`config.mk`:
```
export PLATFORM = sky130hd
export DESIGN_NAME = mem_arbiter
export DESIGN_NICKNAME = d
export VERILOG_FILES = /design/src/rtl/mem_arb_pkg.sv /design/src/rtl/mem_arb_picker.sv /design/src/rtl/mem_arbiter.sv
export SDC_FILE = /design/constraint.sdc
export NUM_CORES = 1
export LEC_CHECK = 0
export BUFFER_PORTS_ARGS = -buffer_cell sky130_fd_sc_hd__buf_4
export CAP_MARGIN = 20
export CORE_AREA = 10 10 143 145
export CTS_CLUSTER_SIZE = 28
export DETAILED_ROUTE_END_ITERATION = 10
export DIE_AREA = 0 0 153 155
export PLACE_DENSITY = 0.56
export SETUP_SLACK_MARGIN = 0.15
export SYNTH_ARGS = -nofsm -noshare
export SYNTH_HDL_FRONTEND = slang
export SYNTH_HIERARCHICAL = 1
export SYNTH_SLANG_ARGS = --single-unit
```
`constraint.sdc`:
```
create_clock -name clk -period 3.5 [get_ports clk]
set_input_delay 0.35 -clock clk [delete_from_list [all_inputs] [get_ports clk]]
set_output_delay 0.35 -clock clk [all_outputs]
set_load 0.02 [all_outputs]
```
`src/rtl/mem_arb_pkg.sv`:
```
// Shared types for the unified-memory arbiter: FSM states, port owner encoding
// and the width of the read-latency counter.
package mem_arb_pkg;

  typedef enum logic [1:0] {
    IDLE  = 2'd0,
    ISSUE = 2'd1,
    WAIT  = 2'd2,
    RESP  = 2'd3
  } state_t;

  typedef enum logic {
    OWN_CPU = 1'b0,
    OWN_DBG = 1'b1
  } owner_t;

  localparam int LAT_W = 4;

endpackage

```
`src/rtl/mem_arb_picker.sv`:
```
// Grant selection between the CPU and debug ports. With MEM_ARB_RR_EN defined a
// tie goes to the port not served last; otherwise debug always wins a tie.
module mem_arb_picker
  import mem_arb_pkg::*;
(
`ifdef MEM_ARB_RR_EN
  input  logic   clk,
  input  logic   reset,
  input  logic   take,
`endif
  input  logic   c_req,
  input  logic   d_req,
  output owner_t winner
);

`ifdef MEM_ARB_RR_EN
  owner_t last_r;

  // Tie-break against the most recent grantee; a lone request always wins
  always_comb begin
    winner = OWN_CPU;
    if (c_req && d_req) begin
      winner = (last_r == OWN_CPU) ? OWN_DBG : OWN_CPU;
    end else if (d_req) begin
      winner = OWN_DBG;
    end else begin
      winner = OWN_CPU;
    end
  end

  // Pointer starts as "CPU served last" and follows every grant
  always_ff @(posedge clk or posedge reset) begin
    if (reset) begin
      last_r <= OWN_CPU;
    end else if (take) begin
      last_r <= winner;
    end
  end
`else
  // Fixed priority: the loader keeps the core in reset while it owns memory
  always_comb begin
    winner = OWN_CPU;
    if (d_req) begin
      winner = OWN_DBG;
    end else begin
      winner = OWN_CPU;
    end
  end
`endif

endmodule

```
`src/rtl/mem_arbiter.sv`:
```
// Sequencer/arbiter for the shared MIPS instruction/data memory port: one timed
// access per grant, fixed read latency, one-cycle ack. Option: MEM_ARB_RR_EN.
module mem_arbiter
  import mem_arb_pkg::*;
#(
  parameter int AW      = 32,
  parameter int DW      = 32,
  parameter int LATENCY = 1
)(
  input  logic          clk,
  input  logic          reset,
  input  logic          c_req,
  input  logic          c_we,
  input  logic [AW-1:0] c_addr,
  input  logic [DW-1:0] c_wdata,
  output logic          c_ack,
  output logic [DW-1:0] c_rdata,
  input  logic          d_req,
  input  logic          d_we,
  input  logic [AW-1:0] d_addr,
  input  logic [DW-1:0] d_wdata,
  output logic          d_ack,
  output logic [DW-1:0] d_rdata,
  output logic          m_en,
  output logic          m_we,
  output logic [AW-1:0] m_addr,
  output logic [DW-1:0] m_wdata,
  input  logic [DW-1:0] m_rdata,
  output logic          busy,
  output logic          owner
);

  if (LATENCY < 1 || LATENCY > 15) begin : g_lat_chk
    $error("mem_arbiter: LATENCY must be within 1..15");
  end

  localparam logic [LAT_W-1:0] LAT_LOAD = LAT_W'(LATENCY - 1);

  state_t           state_r;
  owner_t           owner_r;
  owner_t           win_s;
  logic [LAT_W-1:0] cnt_r;
  logic             tx_we_r;
  logic             any_req_s;
  logic             sel_we_s;
  logic [AW-1:0]    sel_addr_s;
  logic [DW-1:0]    sel_wdata_s;
  logic [DW-1:0]    rdata_r;
  logic             c_ack_r;
  logic             d_ack_r;
  logic             m_en_r;
  logic             m_we_r;
  logic [AW-1:0]    m_addr_r;
  logic [DW-1:0]    m_wdata_r;
  logic             busy_r;

  assign any_req_s = c_req | d_req;

`ifdef MEM_ARB_RR_EN
  logic take_s;
  assign take_s = (state_r == IDLE) && any_req_s;
`endif

  mem_arb_picker u_picker (
`ifdef MEM_ARB_RR_EN
    .clk    (clk),
    .reset  (reset),
    .take   (take_s),
`endif
    .c_req  (c_req),
    .d_req  (d_req),
    .winner (win_s)
  );

  // Request fields of the winning port
  always_comb begin
    sel_we_s    = c_we;
    sel_addr_s  = c_addr;
    sel_wdata_s = c_wdata;
    if (win_s == OWN_DBG) begin
      sel_we_s    = d_we;
      sel_addr_s  = d_addr;
      sel_wdata_s = d_wdata;
    end else begin
      sel_we_s    = c_we;
      sel_addr_s  = c_addr;
      sel_wdata_s = c_wdata;
    end
  end

  // Transaction FSM; every output is a register loaded on the transition into its state
  always_ff @(posedge clk or posedge reset) begin
    if (reset) begin
      state_r   <= IDLE;
      owner_r   <= OWN_CPU;
      cnt_r     <= {LAT_W{1'b0}};
      tx_we_r   <= 1'b0;
      rdata_r   <= {DW{1'b0}};
      c_ack_r   <= 1'b0;
      d_ack_r   <= 1'b0;
      m_en_r    <= 1'b0;
      m_we_r    <= 1'b0;
      m_addr_r  <= {AW{1'b0}};
      m_wdata_r <= {DW{1'b0}};
      busy_r    <= 1'b0;
    end else begin
      case (state_r)
        IDLE: begin
          if (any_req_s) begin
            state_r   <= ISSUE;
            owner_r   <= win_s;
            tx_we_r   <= sel_we_s;
            m_en_r    <= 1'b1;
            m_we_r    <= sel_we_s;
            m_addr_r  <= sel_addr_s;
            m_wdata_r <= sel_wdata_s;
            busy_r    <= 1'b1;
          end else begin
            state_r   <= IDLE;
          end
        end
        ISSUE: begin
          state_r <= WAIT;
          cnt_r   <= LAT_LOAD;
          m_en_r  <= 1'b0;
          m_we_r  <= 1'b0;
        end
        WAIT: begin
          if (cnt_r == {LAT_W{1'b0}}) begin
            state_r <= RESP;
            c_ack_r <= (owner_r == OWN_CPU);
            d_ack_r <= (owner_r == OWN_DBG);
            if (!tx_we_r) begin
              rdata_r <= m_rdata;
            end
          end else begin
            cnt_r <= cnt_r - LAT_W'(1);
          end
        end
        RESP: begin
          state_r <= IDLE;
          c_ack_r <= 1'b0;
          d_ack_r <= 1'b0;
          busy_r  <= 1'b0;
        end
        default: begin
          state_r <= IDLE;
          c_ack_r <= 1'b0;
          d_ack_r <= 1'b0;
          m_en_r  <= 1'b0;
          m_we_r  <= 1'b0;
          busy_r  <= 1'b0;
        end
      endcase
    end
  end

  assign c_ack   = c_ack_r;
  assign d_ack   = d_ack_r;
  assign c_rdata = rdata_r;
  assign d_rdata = rdata_r;
  assign m_en    = m_en_r;
  assign m_we    = m_we_r;
  assign m_addr  = m_addr_r;
  assign m_wdata = m_wdata_r;
  assign busy    = busy_r;
  assign owner   = owner_r;

endmodule

```
# After elaboration in Yosys (flattened, before gate mapping)

Index checks and enable logic that the tools add are counted.

Register bits: 109
Input bits: 166
Word-level logic and storage cells: 52

Add/subtract/negate cells: 1
Equal/unequal tests: 6
Mux-type cells: 18
Bitwise operators: 3
Reduce and logical (&&, ||, !) cells: 12

Operators by type and width:

| cell                  | count |
|---|---|
| $mux W32              | 2 |
| $pmux W1 S2           | 5 |
| $reduce_and A2 Y1     | 5 |
| $pmux W2 S4           | 1 |
| $pmux W4 S2           | 1 |
| $reduce_bool A2 Y1    | 4 |
| $mux W1               | 7 |
| $ne A2 B2 Y1 const B  | 3 |
| $eq A2 B2 Y1 const B  | 2 |
| $logic_not A4 Y1      | 1 |
| $mux W4               | 1 |
| $sub A4 B1 Y4 const B | 1 |
| $reduce_and A3 Y1     | 1 |
| $eq A2 B1 Y1 const B  | 1 |
| $logic_not A2 Y1      | 1 |
| $mux W2               | 1 |
| $not A1 Y1            | 2 |
| $or A1 B1 Y1          | 1 |

# Depth between registers and ports, before layout

Gate-level depths: netlist of run 1.

Depth after elaboration: 4
Gate-level depth with buffers: 7
Depth with buffers taken out: 5

# Modules after synthesis

The synthesis of run 1 kept the hierarchy.

Modules (own cells, without submodules):

| module         | instances | cells an instance | area each (um^2) |
|---|---|---|---|
| mem_arbiter    | 1         | 445               | 5200.0 |
| mem_arb_picker | 1         | 1                 | 7.5 |

# Worst setup path before layout of run 1

No wires, ideal clock.

Path kind: reg-to-reg
From: register cnt_r[0]
To: register state_r[1]
Library setup time: 128 ps
Data arrival time: 1519 ps
Path slack: 1853 ps
Cell stages (with the launch flop): 7
Buffers on the path: 1
Cells stage by stage: dfrtp_1 > inv_1 > ha_1 > or3b_1 > buf_2 > nand2_1 > mux2_1

Longest elaborated chain between the ends: 2

RTL lines:

| what                          | RTL line           | RTL |
|---|---|---|
| start: declaration            | mem_arbiter.sv:42  | `logic [LAT_W-1:0] cnt_r;` |
| start signal: assignment      | mem_arbiter.sv:96  | `cnt_r <= {LAT_W{1'b0}};` |
| start signal: assignment      | mem_arbiter.sv:137 | `cnt_r <= cnt_r - LAT_W'(1);` |
| $logic_not A4 Y1              | mem_arbiter.sv:129 | `if (cnt_r == {LAT_W{1'b0}}) begin` |
| $ne A2 B2 Y1 (no source line) | --                 |  |
| end signal: assignment        | mem_arbiter.sv:123 | `state_r <= WAIT;` |
| end signal: assignment        | mem_arbiter.sv:130 | `state_r <= RESP;` |
| end signal: assignment        | mem_arbiter.sv:141 | `state_r <= IDLE;` |
| end: declaration              | mem_arbiter.sv:39  | `state_t state_r;` |

No other way between the ends.
A chain may end at the register's enable or synchronous reset.

# Worst setup path in the final report of run 1

From: register state_r[0]
To: register rdata_r[10], in the netlist c_rdata[10]

Longest elaborated chain between the ends: 2

RTL lines:

| what                               | RTL line           | RTL |
|---|---|---|
| start signal: assignment           | mem_arbiter.sv:94  | `state_r <= IDLE;` |
| start signal: assignment           | mem_arbiter.sv:110 | `state_r <= ISSUE;` |
| start signal: assignment           | mem_arbiter.sv:119 | `state_r <= IDLE;` |
| $eq A2 B2 Y1                       | mem_arbiter.sv:107 | `case (state_r)` |
| $reduce_and A3 Y1 (no source line) | --                 |  |
| end signal: assignment             | mem_arbiter.sv:98  | `rdata_r <= {DW{1'b0}};` |
| end signal: assignment             | mem_arbiter.sv:134 | `rdata_r <= m_rdata;` |
| end: declaration                   | mem_arbiter.sv:48  | `logic [DW-1:0] rdata_r;` |

No other way between the ends.

==> results of run 1 <==
## critical path, stage by stage, from the launching register on
cell      delay, ns
dfrtp_1        0.41
inv_1          0.10
ha_1           0.40
nand3b_2       0.70
buf_4          0.48
mux2_4         0.31
## cells in the mapped netlist
master       n  area share (%)
mux2_4      30             8.6
buf_4       40             5.8
a211oi_1     1            0.14
o21ai_0     71             6.8
nor3b_2      1            0.24
mux2_1       1            0.22
mux2i_1     66              13
xnor2_1      1            0.17
nand2_1     66             4.8
nand4b_1     1            0.17
o2bb2ai_1    2            0.34
ha_1         6             1.4
a22o_1       3            0.50
nor2b_1      1            0.12
clkbuf_1     7            0.50
nand3b_2     1            0.22
or4b_1       1            0.19
o311ai_0     2            0.34
o32ai_1      1            0.17
nor2_1       2            0.14
nand3_1      1           0.096
o21ai_1      1           0.096
or3b_1       1            0.17
buf_6        3            0.65
buf_2        9            0.86
a2bb2oi_1    1            0.17
nor3_1       1           0.096
inv_1       10            0.72
mux2_2       5             1.1
a21oi_1      1           0.096
dfrtp_1    109              52
## layout make-up
class	instances	area [um2]
Sequential cell	109	2730
Fill cell	1697	9960
Inverter	10	40.0
Clock inverter	4	26.3
Clock buffer	10	239
Tap cell	229	287
Multi-Input combinational cell	268	2050
Timing Repair Buffer	307	2330
## flip-flops by register name, summed over array words and instances, names as in the netlist
register / cells
c_rdata: 32
m_addr: 32
d_ack: 1
owner: 1
tx_we_r: 1
m_wdata: 32
m_we: 1
state_r: 2
m_en: 1
busy: 1
cnt_r: 4
c_ack: 1
## power by group
part	internal (uW)	total, uW	leakage [uW]	switching [uW]
clock network	493	945	0.000130	452
registers	1870	2290	0.00133	422
logic	1730	3790	0.00258	2060
total	4100	7030	0.00404	2930
## routing by layer
layer	part of all wire, %	GRT usage (%)	wire length [um]
met2	52	23.2	8620
met1	39	14.5	6390
met3	6.7	3.75	1110
met4	2.5	6.27	413
met5	0	0	0
## worst paths after layout
check | start | end | slack, ns | cells past startpoint
setup / recovery | state_r[0] | c_rdata[10] | 0.97 | 5
hold / removal | m_rdata[2] | c_rdata[2] | 0.22 | 2
setup reg to reg | state_r[0] | c_rdata[10] | 0.97 | 5
hold reg to reg | m_wdata[22] | m_wdata[22] | 0.48 | 2
max in group asynchronous | reset | m_addr[6] | 2.08 | 5
min in group asynchronous | reset | m_wdata[5] | 0.51 | 3
## what timing repair did
item,in CTS,in global routing
setup endpoints to repair,0,0
hold buffers,0,1
endpoints found under the hold margin,0,13
## logic make-up after synthesis
kind of cell    share of synthesized area [%]
flops                                    52.4
buf+inv                                  8.51
fa+ha+maj                                1.44
compound gates                           8.67
simple gates                             6.20
mux                                      22.6
xor+xnor                                0.168
## through the flow
step           hold WS, ns  total power [uW]
6_report             0.219              7030
5_1_grt              0.207              7470
4_1_cts              0.203              7150
3_5_place_dp         0.472              6180
3_3_place_gp         0.463              6100
2_1_floorplan        0.471              4670
==> load_flow_metrics.sql, run 1 <==
INSERT INTO impl_metrics (metric_group, metric, value, unit) VALUES
('run_status', 'status', 'finished clean', ''),
('global_route', 'globalRouteTotalUtil', '13.2', '%'),
('final_layout', 'stdcell_count', '937', ''),
('drt', 'drt_iter0_markers', '151', ''),
('die', 'core_area', '17700', 'um2'),
('drt', 'drt.antenna.violating_nets', '0', ''),
('final_layout', 'finalCoreUtilization', '43.6', '%'),
('global_route', 'wire_length_of_the_first_global_routing_pass', '25.2', 'mm'),
('drt', 'detail_route.drc_violations', '0', ''),
('timing', 'post-route-worst-setup-slack', '0.968', 'ns'),
('setup_path', 'cp_max_fo', '24', ''),
('timing', 'clock.fmax', '395', 'MHz'),
('timing', 'setup-tns-final', '0', 'ns'),
('clock_network', 'post_cts_repair_resize_count', '0', ''),
('clock_network', 'clkSinkCount', '109', ''),
('timing', 'final_report_setup_violation_count', '0', ''),
('setup_path', 'criticalPathCategory', 'flop to flop', ''),
('placed_design', 'postPlaceCellArea', '7390', 'um2'),
('yosys', 'syn_area', '5210', 'um2'),
('final_layout', 'layout_common_cells', 'buf_4 (305), dfrtp_1 (109), o21ai_0 (71)', ''),
('timing', 'maxSlewViolCount', '0', ''),
('drt', 'wire_per_inst', '17.7', 'um'),
('placed_design', 'place_ws', '0.958', 'ns'),
('job', 'max_cap_violations', '0', ''),
('global_route', 'via_count_of_the_first_global_routing_pass', '4420', ''),
('setup_path', 'arrival', '2.77', 'ns'),
('drt', 'drt-total-wl', '16.5', 'mm'),
('final_layout', 'drive_gt1_share', '50.7', '%'),
('yosys', 'ys_seq_area_share', '52.4', '%'),
('power_and_ir_drop', 'power.density', '913', 'nW/um2'),
('placed_design', 'place.gp.congestion', '0.834', ''),
('timing', 'period_share', '72.3', '%'),
('clock_network', 'cts.htree.levels', '3', ''),
('global_route', 'antenna_violations_before_repair', '0', ''),
('drt', 'detailedRoute.firstPassIterationCount', '4', ''),
('clock_network', 'cts_post_setup_buffers_inserted', '0', ''),
('final_layout', 'antenna_cells', '0', ''),
('power_and_ir_drop', 'vdd.ir_drop.worst', '0.502', 'mV'),
('yosys', 'yosys_warnings', '6', ''),
('timing', 'finalCriticalPeriod', '2.53', 'ns'),
('timing', 'hold_viol', '0', ''),
('die', 'die-height', '155', 'um'),
('clock_network', 'tritoncts.num_buffers', '9', ''),
('final_layout', 'layout-area-overhead-vs-synth', '47.8', '%'),
('drt', 'drt-vias-per-instance', '4.42', ''),
('final_layout', 'final_common_cell', 'buf_4', ''),
('min_path', 'hold_path_class', 'input pin to flop', ''),
('power_and_ir_drop', 'leakage_power_figure', '0.00404', 'uW'),
('clock_network', 'cts_tree', 'yes', ''),
('placed_design', 'io_port_bufs', '299', ''),
('timing', 'worstMarginPinSlew', '0.874', 'ns'),
('placed_design', 'place.detailed.hpwl', '13.3', 'mm'),
('drt', 'dr_total_vias', '4142', ''),
('clock_network', 'cts_root_buffer', 'clkbuf_16', ''),
('die', 'floorplan.initialDensity', '29.5', '%'),
('die', 'die-area', '23700', 'um2'),
('yosys', 'synth_fp_nets', '618', ''),
('final_layout', 'num-nets-final', '877', ''),
('global_route', 'grt_max_degree', '90', ''),
('die', 'dieWidth', '153', 'um'),
('yosys', 'yosysUniqueCellTypes', '31', ''),
('clock_network', 'cts_buffer_depth', '2', ''),
('die', 'io_pins', '300', ''),
('clock_network', 'clkSlewWorstSetupHoldPaths', '0.07', 'ns'),
('global_route', 'global_route.overflow_total', '0', ''),
('setup_path', 'critical_path.startpoint_type', 'flop', ''),
('die', 'core.rowCount', '49', ''),
('timing', 'rsz0062_at_grt', 'false', ''),
('clock_network', 'clock_insertion_delay_worst_skew', '0.36', 'ns'),
('setup_path', 'critical_path.endpoint_type', 'flop', ''),
('timing', 'fin_skew', '0.00693', 'ns'),
('yosys', 'synthesis.instances', '446', ''),
('placed_design', 'dp_cells', '921', ''),
('final_layout', 'design_area', '7690', 'um2'),
('yosys', 'syn_avg_cell_area', '11.7', 'um2'),
('timing', 'max_slew_margin', '41.4', '%'),
('yosys', 'ys_seq_elements', '109', ''),
('setup_path', 'critPathRequiredTime', '3.74', 'ns');
(Power assumes the default switching activity.)
==> run 2: changes to the inputs <==
- PLACE_DENSITY: 0.56 -> 0.58
- clock period: 3.5 -> 2.2 ns (I/O delays scaled with it)
==> load_flow_metrics.sql, run 2 (synthesis results as in run 1) <==
INSERT INTO impl_metrics (metric_group, metric, value, unit) VALUES
('setup_path', 'arrival', '2.03', 'ns'),
('global_route', 'globalRouteTotalUtil', '13.7', '%'),
('drt', 'wirelength_met1', '6.59', 'mm'),
('job', 'max_cap_violations', '0', ''),
('drt', 'detailedRoute.firstPassIterationCount', '6', ''),
('clock_network', 'cts_root_buffer', 'clkbuf_16', ''),
('placed_design', 'postPlaceCellArea', '7460', 'um2'),
('timing', 'finalCriticalPeriod', '1.80', 'ns'),
('drt', 'drt-vias-per-instance', '4.44', ''),
('clock_network', 'clkSinkCount', '109', ''),
('global_route', 'grt_max_degree', '71', ''),
('timing', 'post-route-worst-setup-slack', '0.404', 'ns'),
('final_layout', 'final_common_cell', 'buf_4', ''),
('drt', 'wire_per_inst', '18.0', 'um'),
('timing', 'clock.fmax', '557', 'MHz'),
('clock_network', 'cts_buffer_depth', '2', ''),
('setup_path', 'criticalPathCategory', 'flop to flop', ''),
('power_and_ir_drop', 'vdd.ir_drop.worst', '0.770', 'mV'),
('timing', 'final_report_setup_violation_count', '0', ''),
('clock_network', 'postCtsHoldBufs', '1', ''),
('die', 'io_pins', '300', ''),
('drt', 'drt-total-wl', '16.8', 'mm'),
('placed_design', 'dp_cells', '922', ''),
('final_layout', 'finalCoreUtilization', '44.2', '%'),
('final_layout', 'layout_common_cells', 'buf_4 (301), dfrtp_1 (109), o21ai_0 (71)', ''),
('placed_design', 'place.gp.congestion', '0.817', ''),
('die', 'die-area', '23700', 'um2'),
('setup_path', 'worst_r2r_path_depth', '5', ''),
('die', 'dieWidth', '153', 'um'),
('final_layout', 'layout-area-overhead-vs-synth', '49.9', '%'),
('die', 'floorplan.initialDensity', '29.5', '%'),
('placed_design', 'place.detailed.hpwl', '13.6', 'mm'),
('global_route', 'via_count_of_the_first_global_routing_pass', '4623', ''),
('timing', 'worstMarginPinSlew', '0.621', 'ns'),
('global_route', 'wire_length_of_the_first_global_routing_pass', '26.0', 'mm'),
('drt', 'drt.antenna.violating_nets', '0', ''),
('power_and_ir_drop', 'leakage_power_figure', '0.00408', 'uW'),
('timing', 'period_share', '81.6', '%'),
('clock_network', 'clock_insertion_delay_worst_skew', '0.34', 'ns'),
('timing', 'max_slew_margin', '58.6', '%'),
('die', 'core_area', '17700', 'um2'),
('die', 'die-height', '155', 'um'),
('final_layout', 'fillers', '1712', ''),
('run_status', 'status', 'finished clean', ''),
('setup_path', 'critical_path.startpoint_type', 'flop', ''),
('drt', 'detail_route.drc_violations', '0', ''),
('final_layout', 'design_area', '7800', 'um2'),
('die', 'core.rowCount', '49', ''),
('timing', 'fin_skew', '0.00919', 'ns'),
('timing', 'hold_viol', '0', ''),
('timing', 'rsz0062_at_grt', 'false', ''),
('clock_network', 'cts_tree', 'yes', ''),
('min_path', 'hold_path_class', 'input pin to flop', ''),
('clock_network', 'cts_post_setup_buffers_inserted', '0', ''),
('clock_network', 'cts.htree.levels', '3', ''),
('final_layout', 'num-nets-final', '877', ''),
('placed_design', 'place_ws', '0.406', 'ns'),
('clock_network', 'clkSlewWorstSetupHoldPaths', '0.07', 'ns'),
('placed_design', 'io_port_bufs', '299', ''),
('timing', 'setup-tns-final', '0', 'ns'),
('global_route', 'global_route.overflow_total', '0', ''),
('clock_network', 'tritoncts.num_buffers', '9', ''),
('clock_network', 'post_cts_repair_resize_count', '0', ''),
('global_route', 'antenna_violations_before_repair', '0', ''),
('drt', 'routed-wl-met3', '1.20', 'mm'),
('final_layout', 'antenna_cells', '0', ''),
('setup_path', 'critPathRequiredTime', '2.43', 'ns'),
('drt', 'dr_total_vias', '4161', ''),
('drt', 'drt_iter0_markers', '120', ''),
('drt', 'highest-signal-layer', 'met4', ''),
('min_path', 'hold-path-cell-count', '2', ''),
('setup_path', 'cp_max_fo', '6', ''),
('timing', 'maxSlewViolCount', '0', ''),
('setup_path', 'critical_path.endpoint_type', 'flop', ''),
('final_layout', 'drive_gt1_share', '50.5', '%'),
('drt', 'met2_length', '8.69', 'mm'),
('power_and_ir_drop', 'power.density', '1480', 'nW/um2'),
('final_layout', 'stdcell_count', '938', '');
[run 2: cell types whose count changed in the layout (fill, tap and decap cells not counted), sizes merged]
| cell | before | now |
|---|---|---|
| bufinv | 0 | 3 |
| clkinv | 3 | 0 |
| clkbuf | 10 | 11 |
| clkinvlp | 1 | 2 |
| inv | 10 | 9 |
[run 2: final timing paths]
| path | start | to | slack [ns] |
|---|---|---|---|
| setup / recovery | cnt_r[1] | state_r[1] | 0.40 |
| hold / removal | m_rdata[16] | c_rdata[16] | 0.10 |
| setup reg to reg | cnt_r[1] | state_r[1] | 0.40 |
| hold reg to reg | m_addr[20] | m_addr[20] | 0.48 |
| max in group asynchronous | reset | m_wdata[22] | 1.09 |
| min in group asynchronous | reset | cnt_r[2] | 0.53 |
[run 2: layer usage]
metal | track usage, % | vias to the layer above
met4 | 5.27 | 0
met3 | 4.27 | 18
li1 | - | 2012
met2 | 24.0 | 165
met5 | 0 | -
met1 | 15.1 | 1966
[run 2: power by group]
group	total [uW]	internal [uW]	switching (uW)
Sequential	3640	2980	664
Clock	1820	1110	710
Combinational	6110	2810	3300
[run 2: area by class of cell]
cell class                 instances  area [um2]  area share (%)
clock inverter                     4        97.6            1.25
multi-input combinational        268        2050            26.2
tap                              229         287            3.67
sequential                       109        2730            35.0
timing repair buffer             307        2370            30.4
inverter                          10        41.3           0.529
clock buffer                      11         233            2.98
[run 2: worst max-delay path: stages (launching register included)]
cell and delay, ns:
dfrtp_1 0.41, inv_1 0.11, ha_1 0.18, or3b_1 0.46, nand2_1 0.18, mux2_1 0.34
[run 2: stage by stage]
stage	total power (uW)	hold slack, ns
floorplan	7430	0.369
detailed placement	9920	0.356
global route	12300	0.0833
finish	11600	0.105
global placement	9770	0.348
CTS	11800	0.0823
==> run 3: changes to the inputs <==
- PLACE_DENSITY: 0.58 -> 0.56
- clock period: 2.2 -> 1.8 ns (I/O delays scaled with it)
==> load_flow_metrics.sql, run 3 (synthesis results as in run 1) <==
INSERT INTO impl_metrics (metric_group, metric, value, unit) VALUES
('setup_path', 'criticalPathCategory', 'flop to flop', ''),
('global_route', 'globalRouteTotalUtil', '13.8', '%'),
('die', 'io_pins', '300', ''),
('setup_path', 'worstReg2RegStart', 'cnt_r[1]', ''),
('job', 'max_cap_violations', '0', ''),
('timing', 'fin_skew', '0.00948', 'ns'),
('global_route', 'global_route.overflow_total', '0', ''),
('global_route', 'grt_max_degree', '75', ''),
('power_and_ir_drop', 'finalPower', '14200', 'uW'),
('die', 'core.rowCount', '49', ''),
('min_path', 'timing.hold.worst_endpoint', 'c_rdata[28]', ''),
('power_and_ir_drop', 'power.share.combinational', '55.1', '%'),
('setup_path', 'cp_max_fo', '8', ''),
('power_and_ir_drop', 'p_int', '8360', 'uW'),
('drt', 'detailedRoute.firstPassIterationCount', '4', ''),
('clock_network', 'clock_insertion_delay_worst_skew', '0.35', 'ns'),
('placed_design', 'io_port_bufs', '299', ''),
('min_path', 'hold_path_class', 'input pin to flop', ''),
('global_route', 'via_count_of_the_first_global_routing_pass', '4584', ''),
('die', 'die-area', '23700', 'um2'),
('placed_design', 'place.detailed.hpwl', '13.5', 'mm'),
('die', 'floorplan.initialDensity', '29.5', '%'),
('setup_path', 'regToRegEndpoint', 'c_rdata[4]', ''),
('power_and_ir_drop', 'p_switching', '5890', 'uW'),
('power_and_ir_drop', 'switching_share', '41.3', '%'),
('power_and_ir_drop', 'clock_power_share', '13.4', '%'),
('power_and_ir_drop', 'power.density', '1780', 'nW/um2'),
('drt', 'detail_route.drc_violations', '0', ''),
('min_path', 'hold-path-cell-count', '2', ''),
('global_route', 'antenna_violations_before_repair', '0', ''),
('die', 'die-height', '155', 'um'),
('timing', 'finalCriticalPeriod', '1.72', 'ns'),
('clock_network', 'cts.htree.levels', '3', ''),
('clock_network', 'clkSinkCount', '109', ''),
('timing', 'maxSlewViolCount', '0', ''),
('clock_network', 'clkSlewWorstSetupHoldPaths', '0.07', 'ns'),
('global_route', 'wire_length_of_the_first_global_routing_pass', '26.3', 'mm'),
('clock_network', 'tritoncts.num_buffers', '9', ''),
('drt', 'drt.antenna.violating_nets', '0', ''),
('clock_network', 'cts_tree', 'yes', ''),
('run_status', 'status', 'finished clean', ''),
('clock_network', 'cts_root_buffer', 'clkbuf_16', ''),
('setup_path', 'critPathRequiredTime', '2.03', 'ns'),
('final_layout', 'layout_common_cells', 'buf_4 (310), dfrtp_1 (109), o21ai_0 (70)', ''),
('setup_path', 'arrival', '1.95', 'ns'),
('timing', 'max_slew_margin', '59.4', '%'),
('final_layout', 'num-nets-final', '891', ''),
('power_and_ir_drop', 'seq_power_share', '31.5', '%'),
('drt', 'dr_total_vias', '4228', ''),
('timing', 'period_share', '95.6', '%'),
('drt', 'drt-vias-per-instance', '4.44', ''),
('timing', 'worstMarginPinSlew', '0.609', 'ns'),
('power_and_ir_drop', 'vdd.ir_drop.worst', '0.969', 'mV'),
('setup_path', 'cpPeakStageDelay', '0.40', 'ns'),
('die', 'core_area', '17700', 'um2'),
('timing', 'clock.fmax', '581', 'MHz'),
('power_and_ir_drop', 'leakage_power_figure', '0.00418', 'uW'),
('clock_network', 'cts_buffer_depth', '2', ''),
('setup_path', 'critical_path.startpoint_type', 'flop', ''),
('timing', 'rsz0062_at_grt', 'true', ''),
('final_layout', 'fillers', '1689', ''),
('final_layout', 'drive_gt1_share', '52.4', '%'),
('final_layout', 'layout-area-overhead-vs-synth', '53.4', '%'),
('setup_path', 'critical_path.cell_chain', 'inv_2, ha_4, nor3b_4, nand3b_4, buf_4, buf_12, mux2_4', ''),
('min_path', 'min-delay-start', 'm_rdata[28]', ''),
('drt', 'drt_iter0_markers', '200', ''),
('timing', 'final_report_setup_violation_count', '0', ''),
('final_layout', 'final_common_cell', 'buf_4', ''),
('setup_path', 'worst_r2r_path_depth', '7', ''),
('drt', 'drt-total-wl', '17.5', 'mm'),
('placed_design', 'place.gp.congestion', '0.821', ''),
('setup_path', 'r2r_setup_slack', '0.08', 'ns'),
('final_layout', 'antenna_cells', '0', ''),
('drt', 'wire_per_inst', '18.3', 'um'),
('die', 'dieWidth', '153', 'um'),
('timing', 'hold_viol', '0', ''),
('setup_path', 'crit_slowest_cell', 'dfrtp_1', ''),
('timing', 'setup-tns-final', '0', 'ns'),
('setup_path', 'critical_path.endpoint_type', 'flop', '');
-- run 3: changes by cell type in the layout (fill, tap and decap cells not counted), moves of 2 or more --
cell and change:
inv_2 +2, buf_4 +9, bufinv_16 -3, ha_1 -2, inv_1 -2, clkbuf_8 +2
clkbuf_1 -2, buf_16 +3
-- run 3: power groups by stage --
stage,clock [uW],sequential (uW),combinational (uW)
after CTS,1990,4500,7890
after floorplan,0,5730,3350
after global placement,0,4470,7500
after global routing,2100,4660,8400
final,1910,4490,7850
after detailed placement,0,4530,7600
-- run 3: through the flow --
step / instances / setup WS [ns] / hold slack [ns] / area (um2) / util [%]
after floorplan: 446 / 0.153 / 0.329 / 5210 / -
after global placement: 923 / 0.168 / 0.313 / 7470 / 42.3
after detailed placement: 923 / 0.0836 / 0.307 / 7470 / 42.3
after CTS: 948 / 0.0873 / 0.0444 / 7940 / 45.0
after global routing: 952 / 0.0116 / 0.0414 / 7990 / 45.2
final: 952 / 0.0795 / 0.0625 / 7990 / 45.2
-- run 3: repair_timing --
action | in CTS | in global routing
resized for setup | 8 | 4
hold endpoints to repair | 60 | 0
setup buffers | 6 | 3
gates cloned | 3 | 1
setup endpoints to repair | 34 | 87
hold buffers | 1 | 0
pin swaps | 2 | 0
-- run 3: layout make-up --
type / count / area, um2 / area share [%]
clock inverters: 4 / 32.5 / 0.407
inverters: 10 / 41.3 / 0.517
repair buffers: 321 / 2560 / 32.1
clock buffers: 11 / 253 / 3.16
multi-input cells: 268 / 2080 / 26.1
well taps: 229 / 287 / 3.59
flip-flops and latches: 109 / 2730 / 34.2
-- run 3: how the worst max path moves through the flow --
stage / from / end / slack (ns) / cells past startpoint
floorplan: cnt_r[0] / state_r[1] / 0.15 / 6
CTS: cnt_r[1] / c_rdata[21] / 0.09 / 7
global placement: cnt_r[0] / c_rdata[1] / 0.17 / 6
global route: cnt_r[1] / c_rdata[3] / 0.01 / 7
finish: cnt_r[1] / c_rdata[4] / 0.08 / 7
detailed placement: cnt_r[0] / c_rdata[9] / 0.08 / 6
-- run 3: critical path: cells and delay by family (launching register included) --
family | cells | cell delay, ns
fa+ha+maj | 1 | 0.14
buf+inv | 3 | 0.39
flops | 1 | 0.40
mux | 1 | 0.30
simple gates | 2 | 0.36
-- run 3: routing by layer --
metal  wire [um]  track usage (%)
met1        7180             16.3
met2        8950             23.9
met3        1040             3.72
met4         282             4.86
met5           0                0
